### src/rtl/i2c_slave_read_byte.sv
// i2c_slave_read_byte
//   Byte assembler for the I2C slave receive path. Drives the bit reader
//   through its en/finish handshake DATA_WIDTH times, shifts the sampled bits
//   in MSB-first and reports the completed byte with a one-cycle finish pulse.
//   A bit-level error ends the byte early with finish+err and leaves the last
//   good byte on byte_read_o. Dropping byte_read_en mid-byte aborts silently.
module i2c_slave_read_byte #(
  parameter int DATA_WIDTH = 8
) (
  input  logic                  clk,
  input  logic                  rst,
  input  logic                  byte_read_en,
  output logic [DATA_WIDTH-1:0] byte_read_o,
  output logic                  byte_read_err,
  output logic                  byte_read_finish,
  output logic                  bit_read_en,
  input  logic                  bit_read_o,
  input  logic                  bit_read_err,
  input  logic                  bit_read_finish
);

  localparam int CNT_W = $clog2(DATA_WIDTH) + 1;
  localparam logic [CNT_W-1:0] LAST_BIT = CNT_W'(DATA_WIDTH - 1);

  typedef enum logic [1:0] {
    ST_IDLE = 2'd0,
    ST_REQ  = 2'd1,
    ST_GAP  = 2'd2,
    ST_DONE = 2'd3
  } state_t;

  state_t                state_q;
  logic [DATA_WIDTH-1:0] shift_q;
  logic [CNT_W-1:0]      cnt_q;
  logic [DATA_WIDTH-1:0] byte_q;
  logic                  err_q;
  logic                  finish_q;
  logic                  bit_en_q;

  // Next shift/count values when a good bit arrives.
  logic [DATA_WIDTH-1:0] shift_d;
  logic [CNT_W-1:0]      cnt_d;

  assign shift_d = {shift_q[DATA_WIDTH-2:0], bit_read_o};
  assign cnt_d   = cnt_q + CNT_W'(1);

  assign byte_read_o      = byte_q;
  assign byte_read_err    = err_q;
  assign byte_read_finish = finish_q;
  assign bit_read_en      = bit_en_q;

  // Byte sequencer: FSM, shift register, bit counter and registered outputs.
  always_ff @(posedge clk) begin
    if (rst) begin
      state_q  <= ST_IDLE;
      shift_q  <= '0;
      cnt_q    <= '0;
      byte_q   <= '0;
      err_q    <= 1'b0;
      finish_q <= 1'b0;
      bit_en_q <= 1'b0;
    end else begin
      // finish/err are single-cycle pulses; only the REQ->DONE transition sets them.
      finish_q <= 1'b0;
      err_q    <= 1'b0;
      case (state_q)
        ST_IDLE: begin
          shift_q <= '0;
          cnt_q   <= '0;
          if (byte_read_en) begin
            state_q  <= ST_REQ;
            bit_en_q <= 1'b1;
          end else begin
            state_q  <= ST_IDLE;
            bit_en_q <= 1'b0;
          end
        end

        ST_REQ: begin
          if (!byte_read_en) begin
            // Caller withdrew the request: abandon the byte without a pulse.
            state_q  <= ST_IDLE;
            bit_en_q <= 1'b0;
          end else if (bit_read_finish) begin
            bit_en_q <= 1'b0;
            if (bit_read_err) begin
              // byte_q deliberately keeps the last good byte.
              state_q  <= ST_DONE;
              finish_q <= 1'b1;
              err_q    <= 1'b1;
            end else begin
              shift_q <= shift_d;
              cnt_q   <= cnt_d;
              if (cnt_q == LAST_BIT) begin
                state_q  <= ST_DONE;
                finish_q <= 1'b1;
                byte_q   <= shift_d;
              end else begin
                state_q <= ST_GAP;
              end
            end
          end else begin
            state_q  <= ST_REQ;
            bit_en_q <= 1'b1;
          end
        end

        ST_GAP: begin
          // One low cycle so the bit reader sees a fresh request edge.
          if (!byte_read_en) begin
            state_q  <= ST_IDLE;
            bit_en_q <= 1'b0;
          end else begin
            state_q  <= ST_REQ;
            bit_en_q <= 1'b1;
          end
        end

        ST_DONE: begin
          state_q  <= ST_IDLE;
          bit_en_q <= 1'b0;
        end

        default: begin
          state_q  <= ST_IDLE;
          bit_en_q <= 1'b0;
        end
      endcase
    end
  end

endmodule

### config.mk
export PLATFORM = sky130hd
export DESIGN_NAME = i2c_slave_read_byte
export DESIGN_NICKNAME = d
export VERILOG_FILES = /design/src/rtl/i2c_slave_read_byte.sv
export SDC_FILE = /design/constraint.sdc
export NUM_CORES = 1
export LEC_CHECK = 0
export CAP_MARGIN = 0
export CORE_MARGIN = 4
export CORE_UTILIZATION = 40
export DETAILED_ROUTE_END_ITERATION = 6
export PLACE_DENSITY = 0.74
export RECOVER_POWER = 100
export SYNTH_ARGS = -nofsm -noshare
export SYNTH_HDL_FRONTEND = slang
export SYNTH_SLANG_ARGS = --single-unit
### constraint.sdc
create_clock -name clk -period 3.55 [get_ports clk]
set_clock_uncertainty 0.1 [all_clocks]
set_input_delay 0.71 -clock clk [delete_from_list [all_inputs] [get_ports clk]]
set_output_delay 0.71 -clock clk [all_outputs]
set_load 0.05 [all_outputs]
==> summary.md <==
| Metric | Value |
|---|---|
| Outcome | `finished, final reports clean` |
| Avg Vias per Cell | `5.138` |
| H-tree depth | `1` |
| Mapped Cells | `94` |
| Synth Flop Type | `dfxtp_1` |
| Number of synthesized flops with an enable pin | `0` |
| Routed Antenna Nets | `0` |
| Crit path launch type | `flip-flop` |
| Hold slack final | `around 0.38 ns` |
| Drt total wl | `approximately 1700 um` |
| Largest net degree at the start of global routing | `23` |
| Bufs and invs on worst path | `1` |
| GR Layer Usage met3 | `0.02450` |
| Area growth, synth to finish | `18.40%` |
| Sw Share | `0.2164` |
| Slew Viols, Final | `0` |
| Cell internal pwr | `around 0.35 mW` |
| Share of cells above drive strength 1 | `0.06364` |
| Final Core Density | `0.5129` |
| Register bit count reported by yosys | `24` |
| Family with the most delay on the worst path | `buffers and inverters` |
| Synth Cell Area | `985.9 um2` |
| Reg2Reg Launch Point | `state_q[0]$_SDFF_PP0_` |
| Chip height | `57.65 um` |
| Clock root cell | `clkbuf_4` |
| Reg2reg setup slack | `1.79 ns` |
| Critical Path Fanout Max | `2` |
| Worst skew pair latency | `0.31 ns` |
| CP max stage cell | `dlygate4sd3_1` |
| Top Usage Layer GRT | `met2` |
| FMAX | `425.9 MHz` |
| CP Cell Sequence | `dlygate4sd3_1` |
| Final hold violation count | `0` |
| Initial antenna violation count | `0` |
| WP data arrival | `about 1.5 ns` |
| Residual DRC count | `0` |
| Async SR Flop Fraction | `0` |
| Dpl ws | `1.280 ns` |
| Logic gate share of total power | `0.061` |
| Ports | `17` |
| Critical path class | `flip-flop to primary output` |
| Yosys top cell area share | `0.4873` |
| Leakage | `0.4785 nW` |
| Post-route clock period utilization | `0.6614` |
| Row cnt | `17` |
| Post-Syn Nets | `101` |
| Final setup viols | `0` |
| Die width | `57.65 um` |
| Post-synthesis average cell area | `10.49 um2` |
| CTS Buffer Depth | `2` |
| Worst Tran Pin Value | `~0.57 ns` |
| Normalized max-slew margin | `0.6156` |
| CTS tree | `yes` |
| Post-CTS Hold Fix Bufs | `0` |
| Worst Setup EP | `byte_read_o[3]` |
| Worst r2r dst | `byte_read_o[0]$_SDFFE_PP0P_` |
| Max-cap violations | `0` |
| Worst Slack Setup Final | `1.202 ns` |
| Yosys warning total | `0` |
| Max incr delay on CP | `0.87 ns` |
| Setup Fix Bufs, Post-CTS | `0` |
| Clock power share | `0.322` |
| Ant. Diodes | `0` |
| Cts bufs inserted | `3` |
| VDD IR-drop max | `~0.24 mV` |
| Port Buffers | `16` |
| Met2 Use GR | `0.1645` |
| Synth area leaders | `dfxtp_1 49%, nand2b_1 11%, mux2i_1 8.1%` |
| Power density over the cells | `378.8 nW/um2` |
| Die footprint | `3323 um2` |
| Seq pwr share | `0.617` |
| Routability cong. | `between 0.7 and 0.8` |
| Layout Cells excl Fill | `~140` |
| TritonRoute pass-1 iters | `4` |
| Final min period | `2.348 ns` |
| CP endpoint kind | `primary output` |
| Sink Count | `24` |
| Clock slew seen by the registers of the worst setup and hold paths | `0.13 ns` |
| Vias in the first global route | `672` |
| Synth top cells by count | `24 x dfxtp_1, 17 x nand2b_1, 8 x mux2i_1` |
| Launch point of the worst path | `byte_read_o[3]$_SDFFE_PP0P_` |
| Total congestion overflow | `0` |
| Register-to-Register Path Depth | `3` |
| Net Sw Power | `0.09570 mW` |
| Met1 GRT Util | `0.1528` |
| Worst path depth | `1` |
| Post-DR wirelength/cell | `12.53 um` |
| Most common cell in the netlist | `dfxtp_1` |
| Setup TNS | `0 ns` |
| First-pass GRT wire length | `2918 um` |
| Tot GR Track Use | `0.1121` |
| Via count | `slightly above 700` |
| Hold Path Class | `flip-flop to flip-flop` |
| Register area share after synthesis | `0.4873` |
| Core Box Area | `approximately 2300 um2` |
| Distinct cells, synth | `28` |
| Data required time at the worst endpoint | `2.74 ns` |
| Post-CTS resize count | `0` |
| Post-Place Cells | `134` |
| Leading area contributor after synthesis | `dfxtp_1` |
| Initial core utilization | `0.4332` |
| DRT iter0 DRCs | `12` |
| RSZ-0062 raised after global routing | `no` |
| Final nets | `between 100 and 150` |
| Dpl hpwl | `1237 um` |
[flip-flops by register name (all words and copies together) (netlist names)]
signal / count
cnt_q: 4
byte_read_finish: 1
byte_read_err: 1
state_q: 2
bit_read_en: 1
shift_q: 7
byte_read_o: 8
[through the flow]
step	power, mW	cell area [um2]
floorplan	0.2981	985.9
global placement	0.3078	1159
detailed placement	0.3079	1159
CTS	0.4471	1195
global route	0.4613	1167
finish	0.4421	1167
[layout by cell type, fill, tap and decap left out, drive strengths merged]
cell,count
dfxtp,24
nand2b,17
dlygate4sd3,13
mux2i,8
o22ai,7
nand2,5
clkbuf,4
clkdlybuf4s50,3
and3,3
and3b,2
nor2b,2
nand3b,2
inv,2
a21boi,2
a21o,2
nand4b,2
a31oi,2
and2,2
a21oi,2
a31o,1
o32ai,1
a211oi,1
nand3,1
o21ai,1
ha,1
[power by group through the flow]
stage               Sequential [mW]  Combinational [mW]  Clock (mW)
floorplan                     0.282              0.0163           0
global placement              0.279              0.0288           0
detailed placement            0.279              0.0288           0
CTS                           0.273              0.0292       0.145
global route                  0.274              0.0293       0.158
finish                        0.273              0.0270       0.142
[logic make-up after synthesis]
| group | after synthesis | synth area share |
|---|---|---|
| DFF | 24 | 0.4873 |
| muxes | 8 | 0.08122 |
| adders and majority gates | 1 | 0.01269 |
| AOI/OAI and AO/OA | 19 | 0.1358 |
| buffers and inverters | 6 | 0.03046 |
| and+or+nand+nor | 36 | 0.2525 |
[worst min-delay path by stage]
stage                                start                           to  slack, ns  depth (start not counted)
4_1_cts        byte_read_o[4]$_SDFFE_PP0P_  byte_read_o[4]$_SDFFE_PP0P_       0.39                          2
6_report       byte_read_o[4]$_SDFFE_PP0P_  byte_read_o[4]$_SDFFE_PP0P_       0.38                          2
3_3_place_gp   byte_read_o[4]$_SDFFE_PP0P_  byte_read_o[4]$_SDFFE_PP0P_       0.36                          2
3_5_place_dp   byte_read_o[4]$_SDFFE_PP0P_  byte_read_o[4]$_SDFFE_PP0P_       0.37                          2
5_1_grt        byte_read_o[6]$_SDFFE_PP0P_  byte_read_o[6]$_SDFFE_PP0P_       0.40                          2
2_1_floorplan        cnt_q[0]$_SDFFE_PP0P_        cnt_q[0]$_SDFFE_PP0P_       0.36                          1
[cell type report]
class	instances	area, um2
clock buffer	4	36.28
tap	28	35.03
multi-input combinational	64	447.9
timing repair buffer	16	160.2
inverter	2	7.507
sequential	24	480.5
fill	213	1109
[metal layers]
layer / routed length, um / vias up
li1: - / 366
met1: 877 / 324
met2: 748 / 14
met3: 62 / 5
met4: 40 / 0
met5: 0 / -
(Power assumes the default switching activity.)
